File: src/rtl/fifo_pkg.sv
// fifo_pkg: depth/pointer-width derivations and default widths shared by the FIFO variants
package fifo_pkg;
    localparam int default_data_width = 32;
    localparam int default_address_width = 4;
    function automatic int fifo_depth(input int address_width);
        return 1 << address_width;
    endfunction
    function automatic int ptr_width(input int address_width);
        return address_width + 1;
    endfunction
endpackage

File: src/rtl/sync_fifo_if.sv
// sync_fifo_if: push/pop handshake, read data and status flags of a sync_fifo
interface sync_fifo_if #(
    parameter int data_width = 32,
    parameter int address_width = 4
);
    logic wr;
    logic rd;
    logic [data_width-1:0] write_data;
    logic [data_width-1:0] read_data;
    logic full;
    logic empty;
    logic almost_full;
    logic almost_empty;
    logic [address_width:0] count;
    logic overflow;
    logic underflow;
    modport master (
        output wr, rd, write_data,
        input read_data, full, empty, almost_full, almost_empty, count, overflow, underflow
    );
    modport slave (
        input wr, rd, write_data,
        output read_data, full, empty, almost_full, almost_empty, count, overflow, underflow
    );
endinterface

File: src/rtl/fifo_ram.sv
// fifo_ram: single-clock dual-port storage, synchronous write and asynchronous read, no reset
module fifo_ram
    import fifo_pkg::*;
#(
    parameter int data_width = default_data_width,
    parameter int address_width = default_address_width
) (
    input  logic                     clk,
    input  logic                     we,
    input  logic [address_width-1:0] waddr,
    input  logic [data_width-1:0]    wdata,
    input  logic [address_width-1:0] raddr,
    output logic [data_width-1:0]    rdata
);
    logic [data_width-1:0] mem [fifo_depth(address_width)];
    always_ff @(posedge clk)
        if (we) mem[waddr] <= wdata;
    assign rdata = mem[raddr];
endmodule

File: src/rtl/sync_fifo.sv
// sync_fifo: single-clock FIFO with wrap-bit pointers, registered or first-word-fall-through read
module sync_fifo
    import fifo_pkg::*;
#(
    parameter int data_width = default_data_width,
    parameter int address_width = default_address_width,
    parameter int almost_full_level = fifo_depth(address_width) - 2,
    parameter int almost_empty_level = 2,
    parameter bit fwft = 1'b0
) (
    input logic        clk,
    input logic        rst,
    sync_fifo_if.slave bus
);
    localparam int pw = ptr_width(address_width);
    localparam logic [pw-1:0] depth_c = pw'(fifo_depth(address_width));
    localparam logic [pw-1:0] af_c = pw'(almost_full_level);
    localparam logic [pw-1:0] ae_c = pw'(almost_empty_level);
    logic [pw-1:0] wr_ptr, rd_ptr, count;
    logic [data_width-1:0] head, read_q;
    logic full, empty, wr_ok, rd_ok, overflow, underflow;
    // flags come from the count register only, never from rd/wr
    assign full = count == depth_c;
    assign empty = count == '0;
    assign wr_ok = bus.wr && (!full || bus.rd);
    assign rd_ok = bus.rd && !empty;
    fifo_ram #(.data_width(data_width), .address_width(address_width)) u_ram (
        .clk  (clk),
        .we   (wr_ok && !rst),
        .waddr(wr_ptr[address_width-1:0]),
        .wdata(bus.write_data),
        .raddr(rd_ptr[address_width-1:0]),
        .rdata(head)
    );
    always_ff @(posedge clk) begin
        if (rst) begin
            wr_ptr <= '0;
            rd_ptr <= '0;
            count <= '0;
            overflow <= 1'b0;
            underflow <= 1'b0;
            read_q <= '0;
        end else begin
            wr_ptr <= wr_ptr + pw'(wr_ok);
            rd_ptr <= rd_ptr + pw'(rd_ok);
            count <= count + pw'(wr_ok) - pw'(rd_ok);
            overflow <= bus.wr && full && !bus.rd;
            underflow <= bus.rd && empty;
            if (rd_ok) read_q <= head;
        end
    end
    assign bus.read_data = fwft ? head : read_q;
    assign bus.full = full;
    assign bus.empty = empty;
    assign bus.almost_full = count >= af_c;
    assign bus.almost_empty = count <= ae_c;
    assign bus.count = count;
    assign bus.overflow = overflow;
    assign bus.underflow = underflow;
endmodule

File: src/flat_wrapper.sv
// flat-port wrapper written by rule: the top's interface ports become plain ports
module sync_fifo_flat import fifo_pkg::*;
#(
    parameter int data_width = default_data_width,
    parameter int address_width = default_address_width,
    parameter int almost_full_level = fifo_depth(address_width) - 2,
    parameter int almost_empty_level = 2,
    parameter bit fwft = 1'b0
)
  (clk, rst, bus_wr, bus_rd, bus_write_data, bus_read_data, bus_full, bus_empty, bus_almost_full, bus_almost_empty, bus_count, bus_overflow, bus_underflow);
  sync_fifo_if #(.data_width(data_width), .address_width(address_width)) bus_i ();
  input logic clk;
  input logic rst;
  input wire logic [$bits(bus_i.wr)-1:0] bus_wr;
  input wire logic [$bits(bus_i.rd)-1:0] bus_rd;
  input wire logic [$bits(bus_i.write_data)-1:0] bus_write_data;
  output wire logic [$bits(bus_i.read_data)-1:0] bus_read_data;
  output wire logic [$bits(bus_i.full)-1:0] bus_full;
  output wire logic [$bits(bus_i.empty)-1:0] bus_empty;
  output wire logic [$bits(bus_i.almost_full)-1:0] bus_almost_full;
  output wire logic [$bits(bus_i.almost_empty)-1:0] bus_almost_empty;
  output wire logic [$bits(bus_i.count)-1:0] bus_count;
  output wire logic [$bits(bus_i.overflow)-1:0] bus_overflow;
  output wire logic [$bits(bus_i.underflow)-1:0] bus_underflow;
  assign bus_i.wr = bus_wr;
  assign bus_i.rd = bus_rd;
  assign bus_i.write_data = bus_write_data;
  assign bus_read_data = bus_i.read_data;
  assign bus_full = bus_i.full;
  assign bus_empty = bus_i.empty;
  assign bus_almost_full = bus_i.almost_full;
  assign bus_almost_empty = bus_i.almost_empty;
  assign bus_count = bus_i.count;
  assign bus_overflow = bus_i.overflow;
  assign bus_underflow = bus_i.underflow;
  sync_fifo #(.data_width(data_width), .address_width(address_width), .almost_full_level(almost_full_level), .almost_empty_level(almost_empty_level), .fwft(fwft)) u_core (.clk(clk), .rst(rst), .bus(bus_i));
endmodule
File: config.mk
export PLATFORM = sky130hd
export DESIGN_NAME = sync_fifo_flat
export DESIGN_NICKNAME = d
export VERILOG_FILES = /design/src/rtl/fifo_pkg.sv /design/src/rtl/sync_fifo_if.sv /design/src/rtl/fifo_ram.sv /design/src/rtl/sync_fifo.sv /design/src/flat_wrapper.sv
export SDC_FILE = /design/constraint.sdc
export NUM_CORES = 1
export LEC_CHECK = 0
export CORE_MARGIN = 1
export CORE_UTILIZATION = 48
export DETAILED_ROUTE_END_ITERATION = 12
export PLACE_DENSITY = 0.65
export SETUP_SLACK_MARGIN = 0.05
export SLEW_MARGIN = 20
export SYNTH_ARGS = -nofsm -noshare
export SYNTH_HDL_FRONTEND = slang
export SYNTH_HIERARCHICAL = 1
export SYNTH_SLANG_ARGS = --single-unit
File: constraint.sdc
create_clock -name clk -period 12 [get_ports clk]
set_input_delay 1.2 -clock clk [delete_from_list [all_inputs] [get_ports clk]]
set_output_delay 1.2 -clock clk [all_outputs]
set_load 0.03 [all_outputs]
# After elaboration in Yosys (flattened, before gate mapping)
# Memory sizes are Yosys's and may differ from the RTL's. A register that Yosys moved wholly into a read port is not among the register bits.
# Cells that the tools add are included.
[op_classes]
eq_ne = 1
n_mux = 2
n_div = 0
bitwise = 0
n_reduce_logical = 12
magnitude_cmp = 2
n_addsub = 4
multipliers = 0
n_shift = 0
[ops]
columns = ["operator", "count"]
rows = [
  ["$add 5x1->5", 3],
  ["$logic_and 1x1->1", 6],
  ["$eq 5x5->1 const B", 1],
  ["$ge 5x4->1 const B", 1],
  ["$le 5x2->1 const B", 1],
  ["$logic_not 5->1", 1],
  ["$sub 5x1->5", 1],
  ["$logic_not 1->1", 4],
  ["$mux 1", 2],
  ["$logic_or 1x1->1", 1],
]
[totals]
register_bits = 17
elab_cells = 27
latch_bits = 0
ram_bits = 512
memories = 1
in_bits = 36
out_inout_bits = 43
rom_bits = 0
[memory_table]
columns = ["name", "words", "word_bits", "rd", "rd_ports_with_merged_regs", "wr", "line_no", "rtl"]
rows = [
  ["u_core.u_ram.mem", 16, 32, 1, 1, 1, "fifo_ram.sv:15", "logic [data_width-1:0] mem [fifo_depth(address_width)];"],
]

# Depth between registers and ports, before layout
# Gate-level depths: netlist of the first run.
[logic_depth]
depth_word = 7
depth_mapped = 10

# Modules after synthesis
# The synthesis of the first run kept the hierarchy.
[by_module_without_submodules]
columns = ["mod", "area_each_um2", "cells_each", "n_inst"]
rows = [
  ["fifo_ram", 19213.4, 806, 1],
  ["sync_fifo", 2322.2, 227, 1],
]

# Worst setup path after synthesis of the first run
# No wires, ideal clock.
[synth_timing]
path_type = "in2reg"
start = "in rst"
end = "mem u_core.u_ram.mem[0][0], enable pin"
stages = 5
t_arrival_ps = 4654
slack_ps = 6885
path_cell_list = "clkbuf_1 -> clkbuf_1 -> nor3b_1 -> or3b_2 -> nor3_1"
[synth_between]
elab_chain_len = 4
[synth_rtl]
columns = ["item", "line_no", "rtl"]
rows = [
  ["start: declaration", "flat_wrapper.sv:13", "input logic rst;"],
  ["$logic_not 1->1", "sync_fifo.sv:29", ".we (wr_ok && !rst),"],
  ["$logic_and 1x1->1", "sync_fifo.sv:29", ""],
  ["$mux 1", "fifo_ram.sv:17", "if (we) mem[waddr] <= wdata;"],
  ["$mux 1 (not written as such)", "fifo_ram.sv:17", ""],
  ["end: declaration", "fifo_ram.sv:15", ""],
]
# Every way passes these cells.

# Final worst setup path of the first run
[layout_timing]
start = "in bus_rd"
end = "mem u_core.u_ram.mem[14][19], enable pin"
[layout_between]
elab_chain_len = 5
[layout_rtl]
columns = ["item", "line_no", "rtl"]
rows = [
  ["start: declaration", "flat_wrapper.sv:15", "input wire logic [$bits(bus_i.rd)-1:0] bus_rd;"],
  ["$logic_or 1x1->1", "sync_fifo.sv:25", "assign wr_ok = bus.wr && (!full || bus.rd);"],
  ["$logic_and 1x1->1", "sync_fifo.sv:25", ""],
  ["$logic_and 1x1->1", "sync_fifo.sv:29", ""],
  ["$mux 1", "fifo_ram.sv:17", ""],
  ["$mux 1 (not written as such)", "fifo_ram.sv:17", ""],
]
# Every way passes these cells.

==> flow_summary.toml, run 1 <==
[outcome]
status = "finished clean"

[pwr]
p_sw_mw = 1.22
ir_worst_vdd_mv = 0.118
power_density_nw_per_um2 = 192
p_leak_nw = 7.75
internal_power_mw = 3.54
power_switching_share = 0.257
pwr-share-comb = 0.190
power_frac_seq = 0.478
clockPowerShare = 0.332

[global_route]
antenna_found_initial = 0
grt_usage = 0.194
grt_pass1_wl_um = 64600
grt_pass1_vias = 10300
grt_remaining_overflow = 0
grt_max_degree = 84

[cts]
clkTransAtPathRegs_ns = 0.06
cts_tree = "built"
cts_buffer_depth = 3
htree_levels = 2
cts_resized = 0
clockRootBuffer = "clkbuf_16"
post_cts_buffers = 0
clock-sinks = 559
cts_buffers = 54
holdBufCountCts = 0
insertion_delay_ns = 0.59

[synth]
synth_flop_cell = "edfxtp_1"
yosysUniqueCellTypes = 40
netlist_area_um2 = 21500
ys_async_sr_fraction = 0
postSynthCellCount = 1033
ys_warn_count = 6
syn_avg_cell_area_um2 = 20.8
synth_edf_count = 512
syn-num-nets = 1083
synth_seq_cells = 559
synth_seq_area_share = 0.758

[drt]
dr_total_vias = 10000
totalWireLength_um = 42600
wire_per_inst_um = 24.0
drcViolationCount = 0
antenna_left = 0
via_per_inst = 5.65
drt-initial-drc-count = 840
drtPass1Iterations = 5

[place]
gp_congestion = 0.715
pre_cts_slack_ns = 7.67
io_buffers = 78
place_hpwl_um = 23200
placed_area_um2 = 23000

[sta]
clock_skew_ns = 0.0106
slew_headroom = 0.257
worst_slack_ns = 8.22
grt_setup_unrepaired = "no"
period_needed_ns = 3.78
fmax_mhz = 265
hold_viol = 0
finalCritPeriodShare = 0.315
drv_slew = 0
tightestPinTransition_ns = 1.11
setup_violations = 0
setup_tns_ns = 0

[final_layout]
drive_gt1_frac = 0.222
final_common_cell = "edfxtp_1"
diodes = 0
syn_to_final_growth_pct = 15.1
nNetsFinal = 1187
post-route-cell-area_um2 = 24800
final_cell_mix = "edfxtp_1, mux4_2, clkdlybuf4s50_1, nand2b_1, a22oi_1"

[worst_setup_path]
r2r_setup_slack_ns = 8.47
crit_start = "bus_rd"
rr_endpoint = "u_core/u_ram/mem[14][19]$_DFFE_PP_"
crit_path_start_kind = "primary input"
r2r_cells = 8
slowest_stage = "nor2_4"
arrival_ns = 4.03
reg2reg_from = "u_core/bus.count[2]$_SDFF_PP0_"
worstSetupEndpointType = "flop"
crit_type = "primary input to flop"
slowest_delay_ns = 0.66
critPathMaxFanout = 18
crit_required_ns = 12.25
cp_cell_sequence = "clkdlybuf4s50_1 -> nor3_1 -> nor3b_1 -> nand3_1 -> nor2_4 -> buf_4"

[hold_path]
holdPathStages = 2
hold_class = "flop to flop"
holdCritStartpoint = "u_core/bus.read_data[16]$_SDFFE_PP0P_"
min_to = "u_core/bus.read_data[16]$_SDFFE_PP0P_"

[floorplanning]
ios = 79
die_area_um2 = 45700
rows = 77
start_util = 0.487
core-area_um2 = 44200
dieHeight_um = 214
die_w_um = 214

[flow_run]
maxCapViolations = 0
-- synthesized netlist by cell type, drive strengths merged, types with 5 or more instances --
cell type | n | area, µm²
buf | 30 | 230
dfxtp | 47 | 941
nand2 | 35 | 131
clkbuf | 26 | 97.6
nand2b | 67 | 419
ha | 13 | 163
nor3 | 5 | 25.0
edfxtp | 512 | 15400
nor2b | 13 | 83.8
a22oi | 64 | 480
mux2i | 32 | 320
nor2 | 22 | 82.6
mux4 | 128 | 2880
-- state kept, by name, indices dropped and copies added (netlist names) --
signal	flops
u_core/u_ram/mem	512
u_core/bus.read_data	32
u_core/bus.count	5
u_core/rd_ptr	4
u_core/wr_ptr	4
u_core/bus.overflow	1
u_core/bus.underflow	1
-- per-layer routing --
layer  vias up  global-route usage  routed length [µm]
met5         -                   0                   0
met4         0              0.0488                 615
met3        49              0.0319                2180
met2       256               0.309               20600
met1      5299               0.282               19200
li1       4420                   -                   -
-- final cells by class --
class                      instances  area, µm²
sequential                       559      16300
inverter                           4       15.0
tap                              592        741
multi-input combinational        414       5020
clock inverter                    26        190
fill                            3317      19400
clock buffer                      74       1460
timing repair buffer             104       1040
-- power by group through the flow --
stage               clock network, mW  logic, mW  registers (mW)
floorplan                           0      0.641            2.35
global placement                    0      0.905            2.32
detailed placement                  0      0.913            2.32
CTS                              1.62      0.917            2.28
global route                     1.69      0.981            2.29
finish                           1.58      0.904            2.28
-- critical path: cells and delay by family --
family        cells  cell delay (ns)
simple gates      4             1.76
buf+inv           2             1.04
-- through the flow --
stage,hold WS (ns),util,total power [mW],std cells
2_1_floorplan,0.487,-,2.99,1033
3_3_place_gp,0.460,0.521,3.23,1669
3_5_place_dp,0.461,0.521,3.24,1669
4_1_cts,0.475,0.558,4.82,1769
5_1_grt,0.487,0.560,4.96,1773
6_report,0.471,0.560,4.76,1773
-- logic make-up (layout without fill, tap and decap cells) --
| family | Yosys count | after routing | synth area share |
|---|---|---|---|
| AO/OA/AOI/OAI | 74 | 74 | 0.0250 |
| XOR/XNOR | 4 | 4 | 0.00163 |
| buffers and inverters | 60 | 208 | 0.0159 |
| AND/OR/NAND/NOR | 159 | 159 | 0.0411 |
| flip-flops | 559 | 559 | 0.758 |
| adder cells (fa/ha/maj) | 14 | 14 | 0.00848 |
| multiplexers | 163 | 163 | 0.150 |
-- how the worst max path moves through the flow --
stage,depth (start not counted),slack (ns),endpoint
2_1_floorplan,5,6.88,u_core/u_ram/mem[0][0]$_DFFE_PP_
3_3_place_gp,5,7.70,u_core/u_ram/mem[1][13]$_DFFE_PP_
3_5_place_dp,5,7.67,u_core/u_ram/mem[1][13]$_DFFE_PP_
4_1_cts,5,8.25,bus_full
5_1_grt,6,8.09,u_core/u_ram/mem[11][7]$_DFFE_PP_
6_report,6,8.22,u_core/u_ram/mem[14][19]$_DFFE_PP_
Power figures use the tool's default switching activity.
==> run 2: changes to the inputs <==
Clock period 12 ns to 3.8 ns, I/O delays scaled along.
==> flow_summary.toml, run 2 (synthesis gave the netlist of run 1 again) <==
[outcome]
status = "finished clean"

[final_layout]
final_cell_mix = "edfxtp_1, mux4_2, clkdlybuf4s50_1, nand2b_1, a22oi_1"
nNetsFinal = 1200
fillCellCount = 3195
diodes = 0
largest_reg_flops = 512
final_common_cell = "edfxtp_1"
final_core_util = 0.570
largest_register = "u_core/u_ram/mem"
drive_gt1_frac = 0.242
multi_input_area_um2 = 5040
syn_to_final_growth_pct = 17.0
ff_latch_area_um2 = 16300
post-route-cell-area_um2 = 25200

[cts]
post_cts_buffers = 0
holdBufCountCts = 0
clockRootBuffer = "clkbuf_16"
cts_buffers = 55
cts_buffer_depth = 3
clock-sinks = 559
insertion_delay_ns = 0.60
clkTransAtPathRegs_ns = 0.06
cts_tree = "built"
cts_resized = 0
htree_levels = 2

[worst_setup_path]
worstSetupEndpointType = "flop"
crit_path_start_kind = "flop"
critPathMaxFanout = 9
crit_required_ns = 4.09
rr_endpoint = "u_core/u_ram/mem[0][0]$_DFFE_PP_"
r2r_cells = 9
slowest_stage = "or3b_2"
cp_cell_sequence = "inv_1 -> ha_1 -> or3b_2 -> nor3_1 -> nor3b_1 -> buf_4 -> or3b_2 -> nor3_4 -> buf_4"
crit_type = "flop to flop"
reg2reg_from = "u_core/bus.count[2]$_SDFF_PP0_"
arrival_ns = 3.31
slowest_delay_ns = 0.58
r2r_setup_slack_ns = 0.78

[floorplanning]
die_w_um = 214
rows = 77
start_util = 0.487
core-area_um2 = 44200
die_area_um2 = 45700
dieHeight_um = 214
ios = 79

[pwr]
power_frac_seq = 0.454
p_leak_nw = 7.92
clockPowerShare = 0.353
p_sw_mw = 4.00
internal_power_mw = 11.7
power_density_nw_per_um2 = 624
power.total_mw = 15.7
power_switching_share = 0.255
ir_worst_vdd_mv = 0.422
pwr-share-comb = 0.193

[global_route]
antenna_found_initial = 0
grt_pass1_vias = 10500
grt_remaining_overflow = 0
grt_max_degree = 83
grt_usage = 0.201
grt_pass1_wl_um = 66300

[drt]
via_per_inst = 5.66
dr_total_vias = 10100
drtPass1Iterations = 5
antenna_left = 0
totalWireLength_um = 43900
wire_per_inst_um = 24.6
drt-initial-drc-count = 959
drcViolationCount = 0

[sta]
slew_headroom = 0.249
clock_skew_ns = 0.0164
hold_viol = 0
period_needed_ns = 3.02
drv_slew = 0
setup_tns_ns = 0
setup_violations = 0
fmax_mhz = 331
grt_setup_unrepaired = "no"
finalCritPeriodShare = 0.795
whs_ns = 0.471
tightestPinTransition_ns = 1.12

[place]
placed_area_um2 = 23300
gp_congestion = 0.742
io_buffers = 78
place_hpwl_um = 25800

[hold_path]
hold_class = "flop to flop"
min_to = "u_core/bus.read_data[26]$_SDFFE_PP0P_"
holdPathStages = 2
holdCritStartpoint = "u_core/bus.read_data[26]$_SDFFE_PP0P_"

[flow_run]
maxCapViolations = 0
[run 2: changes by cell type in the layout (fill, tap and decap cells not counted), sizes merged]
cell / change
clkbuf: -5
inv: +1
buf: +12
bufinv: +5
clkinv: -1
clkinvlp: +4
[run 2: power groups by stage]
| stage | Combinational, mW | Sequential (mW) | Clock, mW |
|---|---|---|---|
| finish | 3.04 | 7.13 | 5.56 |
| global route | 3.28 | 7.17 | 5.91 |
| floorplan | 2.03 | 7.41 | 0 |
| CTS | 3.09 | 7.14 | 5.68 |
| detailed placement | 3.08 | 7.27 | 0 |
| global placement | 3.05 | 7.26 | 0 |
[run 2: worst max path at each step]
stage,startpoint,end
after global placement,bus_rd,u_core/u_ram/mem[0][10]$_DFFE_PP_
after floorplan,u_core/bus.count[2]$_SDFF_PP0_,u_core/u_ram/mem[1][0]$_DFFE_PP_
after global routing,u_core/bus.count[2]$_SDFF_PP0_,u_core/u_ram/mem[0][0]$_DFFE_PP_
after CTS,u_core/bus.count[2]$_SDFF_PP0_,u_core/u_ram/mem[0][0]$_DFFE_PP_
final,u_core/bus.count[2]$_SDFF_PP0_,u_core/u_ram/mem[0][0]$_DFFE_PP_
after detailed placement,bus_rd,u_core/u_ram/mem[0][2]$_DFFE_PP_
[run 2: routing by layer]
metal  GRT usage  vias up  share of wire
met3      0.0346       45          0.049
met5           0        -              0
met2       0.330      258           0.50
li1            -     4455              -
met4      0.0456        0          0.015
met1       0.284     5369           0.44
[run 2: critical path: cells and delay by family (launching register included)]
kind | cells | cell delay, ns
buffers and inverters | 3 | 0.57
adders and majority gates | 1 | 0.22
DFF | 1 | 0.41
and+or+nand+nor | 5 | 1.53
[run 2: layout make-up]
class	count	share of cell area
timing repair buffer	116	0.0476
clock inverter	35	0.0148
sequential	559	0.648
multi-input combinational	414	0.200
clock buffer	69	0.0599
tap	592	0.0294
inverter	4	0.000596
[run 2: stage by stage]
stage	setup slack [ns]	std cells
4_1_cts	0.782	1789
2_1_floorplan	-0.000455	1033
6_report	0.779	1789
3_5_place_dp	0.782	1685
3_3_place_gp	0.849	1685
5_1_grt	0.613	1789
==> run 3: changes to the inputs <==
Clock period 3.8 ns to 3.05 ns, I/O delays scaled along.
==> flow_summary.toml, run 3 (synthesis gave the netlist of run 1 again) <==
[flow_run]
maxCapViolations = 0

[sta]
period_needed_ns = 2.82
worst_slack_ns = 0.228
drv_slew = 0
grt_setup_unrepaired = "no"
setup_violations = 0
fmax_mhz = 354
tightestPinTransition_ns = 0.843
slew_headroom = 0.437
hold_viol = 0
finalCritPeriodShare = 0.925
clock_skew_ns = 0.0170

[cts]
clkTransAtPathRegs_ns = 0.06
cts_buffer_depth = 3
clock-sinks = 559
insertion_delay_ns = 0.60
cts_tree = "built"
clockRootBuffer = "clkbuf_16"
cts_buffers = 54
holdBufCountCts = 0
post_cts_buffers = 0
cts_resized = 0
htree_levels = 2

[drt]
drcViolationCount = 0
totalWireLength_um = 44700
wire_per_inst_um = 24.9
drtPass1Iterations = 5
drt-initial-drc-count = 927
via_per_inst = 5.73
dr_total_vias = 10300
top_layer = "met4"
met3_length_um = 2550
antenna_left = 0
wl_met2_um = 20800
met1_length_um = 20600

[pwr]
power_density_nw_per_um2 = 768
p_leak_nw = 7.95
internal_power_mw = 14.4
pwr-share-comb = 0.201
clockPowerShare = 0.344
power_switching_share = 0.257
ir_worst_vdd_mv = 0.568
power_frac_seq = 0.455
p_sw_mw = 4.99

[worst_setup_path]
crit_required_ns = 3.33
slowest_stage = "or3b_4"
cp_cell_sequence = "inv_1 -> ha_1 -> or3b_2 -> nor3_1 -> nor3b_2 -> or3b_4 -> nor3_4 -> buf_4"
crit_path_start_kind = "flop"
worstSetupEndpointType = "flop"
crit_type = "flop to flop"
slowest_delay_ns = 0.52
arrival_ns = 3.10
critPathMaxFanout = 15

[final_layout]
nNetsFinal = 1210
drive_gt1_frac = 0.242
final_cell_mix = "edfxtp_1, mux4_2, clkdlybuf4s50_1, nand2b_1, a22oi_1"
multi_input_area_um2 = 5050
ff_latch_area_um2 = 16300
syn_to_final_growth_pct = 17.4
final_common_cell = "edfxtp_1"
largest_register = "u_core/u_ram/mem"
largest_reg_flops = 512
fillCellCount = 3236
instances_no_fill = 1795

[global_route]
grt_usage = 0.204
grt_max_degree = 83
grt_pass1_wl_um = 66600
grt_pass1_vias = 10400
grt_remaining_overflow = 0
antenna_found_initial = 0

[place]
io_buffers = 78
pre_cts_slack_ns = 0.258
gp_congestion = 0.777
dp.cells = 1696
place_hpwl_um = 27100

[floorplanning]
dieHeight_um = 214
start_util = 0.487
ios = 79
core-area_um2 = 44200
rows = 77
die_area_um2 = 45700
die_w_um = 214

[hold_path]
hold_class = "primary input to flop"

[outcome]
status = "finished clean"
[run 3: changes by cell type in the layout (fill, tap and decap cells not counted), sizes merged]
cell / change
clkinvlp: -2
bufinv: -1
diode: +1
clkbuf: +3
clkinv: -7
inv: +1
buf: +11
[run 3: stage by stage]
step	utilization	total power, mW	hold WS, ns	TNS [ns]	instance area [µm²]
floorplan	-	11.8	0.404	-59.52	21600
global placement	0.532	12.9	0.457	0	23500
detailed placement	0.532	13.0	0.464	0	23500
CTS	0.572	19.6	0.393	0	25300
global route	0.572	20.1	0.438	0	25300
finish	0.572	19.4	0.401	0	25300
[run 3: critical path, delay by kind of cell, from the launching register on]
kind / cells / cell delay [ns]
buffers and inverters: 2 / 0.36
adders and majority gates: 1 / 0.22
and+or+nand+nor: 5 / 1.55
DFF: 1 / 0.37
[run 3: layout make-up]
cell class / count / area share
multi-input cells: 414 / 0.200
diodes: 1 / 0.0000989
repair buffers: 127 / 0.0546
clock buffers: 72 / 0.0589
inverters: 4 / 0.000594
clock inverters: 26 / 0.0114
flip-flops and latches: 559 / 0.645
well taps: 592 / 0.0293
[run 3: worst paths after layout]
kind / cells past startpoint / start / slack, ns / to
setup / recovery: 8 / u_core/bus.count[2]$_SDFF_PP0_ / 0.23 / u_core/u_ram/mem[0][30]$_DFFE_PP_
hold / removal: 3 / rst / 0.40 / u_core/rd_ptr[2]$_SDFF_PP0_
setup reg to reg: 8 / u_core/bus.count[2]$_SDFF_PP0_ / 0.23 / u_core/u_ram/mem[0][30]$_DFFE_PP_
hold reg to reg: 2 / u_core/bus.read_data[14]$_SDFFE_PP0P_ / 0.47 / u_core/bus.read_data[14]$_SDFFE_PP0P_
[run 3: power by group through the flow]
stage / Clock, mW / Combinational (mW) / Sequential, mW
6_report: 6.68 / 3.90 / 8.84
4_1_cts: 6.82 / 3.96 / 8.85
2_1_floorplan: 0 / 2.53 / 9.23
5_1_grt: 7.08 / 4.18 / 8.88
3_5_place_dp: 0 / 3.94 / 9.01
3_3_place_gp: 0 / 3.91 / 9.00
[run 3: metal layers]
metal	global-route usage	vias up
met3	0.0303	59
met2	0.312	283
met1	0.307	5458
met5	0	-
met4	0.0559	0
li1	-	4479
==> RTL change 1, RTL diff (flow settings as in run 3) <==
The package constant `default_data_width` goes from 32 to 64.
--- a/src/rtl/fifo_pkg.sv
+++ b/src/rtl/fifo_pkg.sv
@@ -1,5 +1,5 @@
 // fifo_pkg: depth/pointer-width derivations and default widths shared by the FIFO variants
 package fifo_pkg;
-    localparam int default_data_width = 32;
+    localparam int default_data_width = 64;
     localparam int default_address_width = 4;
     function automatic int fifo_depth(input int address_width);
Interface: changed (resized bus_read_data and bus_write_data); port bits go from 79 to 143. The function was not compared with the original's and may differ.
==> RTL change 1 against run 3 <==
  * Sequential cell count up 544
  * Final cell count up 90%
  * Non-clock buffer count increased by 84
  * Area after synthesis increased by 95%
  * Total power rose by 96%
  * Wire length is 95% higher
  * Sequential share of layout area is 1.1 points higher
  * Die area up 94%
  * Worst setup slack improved by 79 ps
  * Critical path depth unchanged
  * Count of clock-buffer cells in the layout grew 57
  * Design area grew 95%
  * Sequential power increased by 96%
  * Global-route usage is 0.49 points lower
==> RTL change 1: results (changes against run 3) <==
{| class="wikitable"
! Metric !! Value
|-
| Synth Area in Compound Gates || 2.43% (was 2.50%)
|-
| Setup Slack @ Placement || -16.6 ps (was 258 ps)
|-
| Data required time of the worst path || 3340 ps (was 3330 ps)
|-
| Number of flops mapped to enable cells by yosys || 1024 (was 512)
|-
| Sequential cell fraction of total power || 45.4% (was 45.5%)
|-
| Cell types occupying the most area after synthesis || edfxtp_1, mux4_2, dfxtp_1 (unchanged)
|-
| Signal buf overhead || 5.12% (was 5.46%)
|-
| Slew Limit Headroom || 38.7% (was 43.7%)
|-
| RePlAce Congestion || 0.757 (was 0.777)
|-
| Number of sequential storage elements || 1103 (was 559)
|-
| Number of library cell types mapped by synthesis || 36 (was 40)
|-
| Non-clock buffer total of the final layout || 211 (was 127)
|-
| Final Net Count || 2245 (was 1210)
|-
| Number of multi-input logic gates || 734 (was 414)
|-
| Share of cell area taken by muxes after synthesis || 15.3% (was 15.0%)
|-
| Share of cells above drive strength 1 || 23.6% (was 24.2%)
|-
| Register-to-register path setup slack || 310 ps (was 230 ps)
|-
| Top cells by count, synth || edfxtp_1, mux4_2, nand2b_1 (unchanged)
|-
| Global Route Usage Sum || 19.9% (was 20.4%)
|-
| Total leakage power || 0.0154 uW (was 0.00795 uW)
|-
| Crit-path max FO || 64 (was 15)
|-
| Pin count of the biggest net entering global routing || 99 (was 83)
|-
| Biggest cell delay along the critical path || 420 ps (was 520 ps)
|-
| Share of the yosys chip area belonging to registers || 77.0% (was 75.8%)
|-
| Routed wire length || 87.1 mm (was 44.7 mm)
|-
| Outcome || finished, final reports clean (unchanged)
|-
| Clock tree skew after final layout || 19.4 ps (was 17.0 ps)
|-
| Ant. Diodes || 0 (was 1)
|-
| Worst Hold Slack || 370 ps (was 401 ps)
|}
-- RTL change 1: cell types whose count changed in the layout (fill, tap and decap cells not counted), moves of 28 or more --
cell             delta
dfxtp_1            +32
nand2_1            +32
edfxtp_1          +512
buf_12             +28
a22oi_1            +64
mux2i_1            +32
nand2b_1           +65
clkbuf_16          +55
clkdlybuf4s50_1    +64
mux4_2            +128
-- RTL change 1: stage by stage --
step | instances | setup TNS (ps) | cell area (um2) | power [uW]
floorplan | 1949 | -197360 | 42100 | 22700
global placement | 3207 | 0 | 45600 | 24800
detailed placement | 3207 | -539 | 45600 | 24900
CTS | 3410 | 0 | 49300 | 38600
global route | 3410 | 0 | 49300 | 39500
finish | 3410 | 0 | 49300 | 38100
-- RTL change 1: per-layer routing --
layer | track usage (%) | part of all wire [%] | vias to the layer above
li1 | - | - | 8489
met1 | 25.6 | 40 | 10400
met2 | 35.3 | 54 | 495
met3 | 3.07 | 4.4 | 121
met4 | 4.81 | 1.9 | 4
met5 | 0 | 0.031 | -
==> RTL change 2, RTL diff (config.mk and constraints of run 3) <==
Made on the original files. Reset style: asynchronous (`rst`), changed in one clocked block.
--- a/src/rtl/sync_fifo.sv
+++ b/src/rtl/sync_fifo.sv
@@ -33,5 +33,5 @@
         .rdata(head)
     );
-    always_ff @(posedge clk) begin
+    always_ff @(posedge clk or posedge rst) begin
         if (rst) begin
             wr_ptr <= '0;
Formal check against the unedited RTL: differs if rst is asserted again (counterexample within 4 cycles, from zero or initial values and one cycle with rst high); with rst held inactive, the same outputs for 4 cycles.
==> RTL change 2 against run 3 <==
  * Area after synthesis down 0.82%
  * Sequential cell count unchanged
  * Largest cell class unchanged
  * Die area down 0.81%
  * Count of clock-buffer cells in the layout up 3
  * Design area down 1.2%
  * Synthesized cell count down 8.5%
  * Worst setup slack better by 120 ps
  * Wire length down 4.5%
  * Total power up 17%
  * Highest routed layer unchanged
==> RTL change 2: results (changes against run 3) <==
{| class="wikitable"
! Metric !! Value
|-
| Crit-path max FO || 5 (was 15)
|-
| Total leakage power || 0.00815 uW (was 0.00795 uW)
|-
| Clock tree skew after final layout || 18.3 ps (was 17.0 ps)
|-
| Share of the yosys chip area belonging to registers || 77.5% (was 75.8%)
|-
| RePlAce Congestion || 0.755 (was 0.777)
|-
| Register-to-Register Path Depth || 9 (was 8)
|-
| Endpoint of the worst-slack reg-to-reg timing path || u_core/u_ram/mem[0][0] (was u_core/u_ram/mem[0][30])
|-
| DPL Wire Length || 23.5 mm (was 27.1 mm)
|-
| Setup Slack @ Placement || 310 ps (was 258 ps)
|-
| Cell types occupying the most area after synthesis || edfxtp_1, mux4_2, dfrtp_1 (was edfxtp_1, mux4_2, dfxtp_1)
|-
| Global Route Usage Sum || 19.8% (was 20.4%)
|-
| Pin slew with the least headroom to its limit || 1090 ps (was 843 ps)
|-
| Via count of the first global-routing pass || 10.3k (was 10.4k)
|-
| Fillers || 3149 (was 3236)
|-
| Hold WC Path Type || input port to async pin (was input port to flip-flop)
|-
| Final Net Count || 1115 (was 1210)
|-
| Share of cells above drive strength 1 || 26.6% (was 24.2%)
|-
| Area after detailed placement || 23300 um2 (was 23500 um2)
|-
| Number of library cell types mapped by synthesis || 36 (was 40)
|-
| Post-Syn Nets || 994 (was 1083)
|-
| Arrival time of the worst setup path || 2400 ps (was 3100 ps)
|-
| Capturing element of the worst setup path || bus_empty (was u_core/u_ram/mem[0][30])
|-
| Pin count of the biggest net entering global routing || 85 (was 83)
|-
| Proportion of register bits with asynchronous set or reset after synthesis || 8.41% (was 0%)
|-
| Total clock buffers created by CTS || 55 (was 54)
|-
| Root buf cell || clkbuf_16 (unchanged)
|-
| Detailed router's first-iteration violation count || 759 (was 927)
|-
| Slowest cell on the critical path || clkdlybuf4s50_1 (was or3b_4)
|-
| Ant. Diodes || 0 (was 1)
|-
| Outcome || finished, final reports clean (unchanged)
|-
| Top cells by count, synth || edfxtp_1, mux4_2, a22oi_1 (was edfxtp_1, mux4_2, nand2b_1)
|-
| Crit path max-delay family || buffers and inverters (was simple AND/OR/NAND/NOR gates)
|-
| Biggest cell delay along the critical path || 740 ps (was 520 ps)
|-
| Number of antenna violations at the first check in global routing || 1 (was 0)
|-
| Area overhead of the layout relative to synthesis || 17.0% (was 17.4%)
|-
| Max Freq || 370 MHz (was 354 MHz)
|-
| Timing startpoint of the critical path || u_core/bus.count[2] (unchanged)
|-
| Register-to-register path setup slack || 450 ps (was 230 ps)
|}
==> RTL change 2: changes by cell type in the layout (fill, tap and decap cells not counted), moves of 5 or more <==
cell      change
mux2i_1      -32
dfrtp_1      +43
buf_12        +6
nor2b_1       -9
buf_4        -22
clkbuf_1      +5
nand2b_1     -63
dfxtp_1      -43
mux2_4       +26
==> RTL change 2: worst min path at each step <==
stage / start / endpoint / slack, ps / cells after the start
after floorplan: bus_write_data[0] / u_core/u_ram/mem[0][0] / 400 / 0
after global placement: u_core/bus.read_data[7] / u_core/bus.read_data[7] / 490 / 1
after detailed placement: u_core/bus.read_data[23] / u_core/bus.read_data[23] / 490 / 1
after CTS: rst / u_core/bus.read_data[6] / 70 / 2
after global routing: rst / u_core/bus.read_data[6] / 100 / 2
final: rst / u_core/bus.count[0] / 90 / 2
==> RTL change 2: cell type report <==
| class | count | area [um2] | share of cell area (%) |
|---|---|---|---|
| Tap cell | 585 | 732 | 2.93 |
| Clock inverter | 27 | 191 | 0.766 |
| Timing Repair Buffer | 111 | 1340 | 5.37 |
| Inverter | 8 | 30.0 | 0.120 |
| Sequential cell | 559 | 16600 | 66.3 |
| Multi-Input combinational cell | 331 | 4650 | 18.6 |
| Clock buffer | 75 | 1490 | 5.97 |
==> RTL change 2: cell families after synthesis <==
family / count (synthesis) / share of synthesized area (%)
xor gates and xnor gates: 8 / 0.328
buffers and inverters: 55 / 1.52
DFF: 559 / 77.5
and+or+nand+nor: 80 / 1.78
AOI/OAI and AO/OA: 70 / 2.45
muxes: 160 / 15.6
adders and majority gates: 13 / 0.797
==> RTL change 2: metal layers <==
layer / up-vias / wire length (um) / track usage, %
met5: - / 0 / 0
met4: 0 / 743 / 5.78
met3: 54 / 2770 / 3.68
met2: 297 / 20100 / 30.3
met1: 5246 / 19100 / 29.4
li1: 4197 / - / -
==> RTL change 2: metrics by stage <==
step / utilization, % / hold slack [ps] / std cells
floorplan: - / 404 / 945
global placement: 53.6 / 491 / 1594
detailed placement: 53.6 / 495 / 1594
CTS: 57.5 / 67.4 / 1696
global route: 57.5 / 103 / 1696
finish: 57.5 / 94.5 / 1696
==> RTL change 2: where the power goes <==
group          switching (uW)  internal (uW)
clock                    2720           3590
sequential                443           9090
combinational            3600           3300
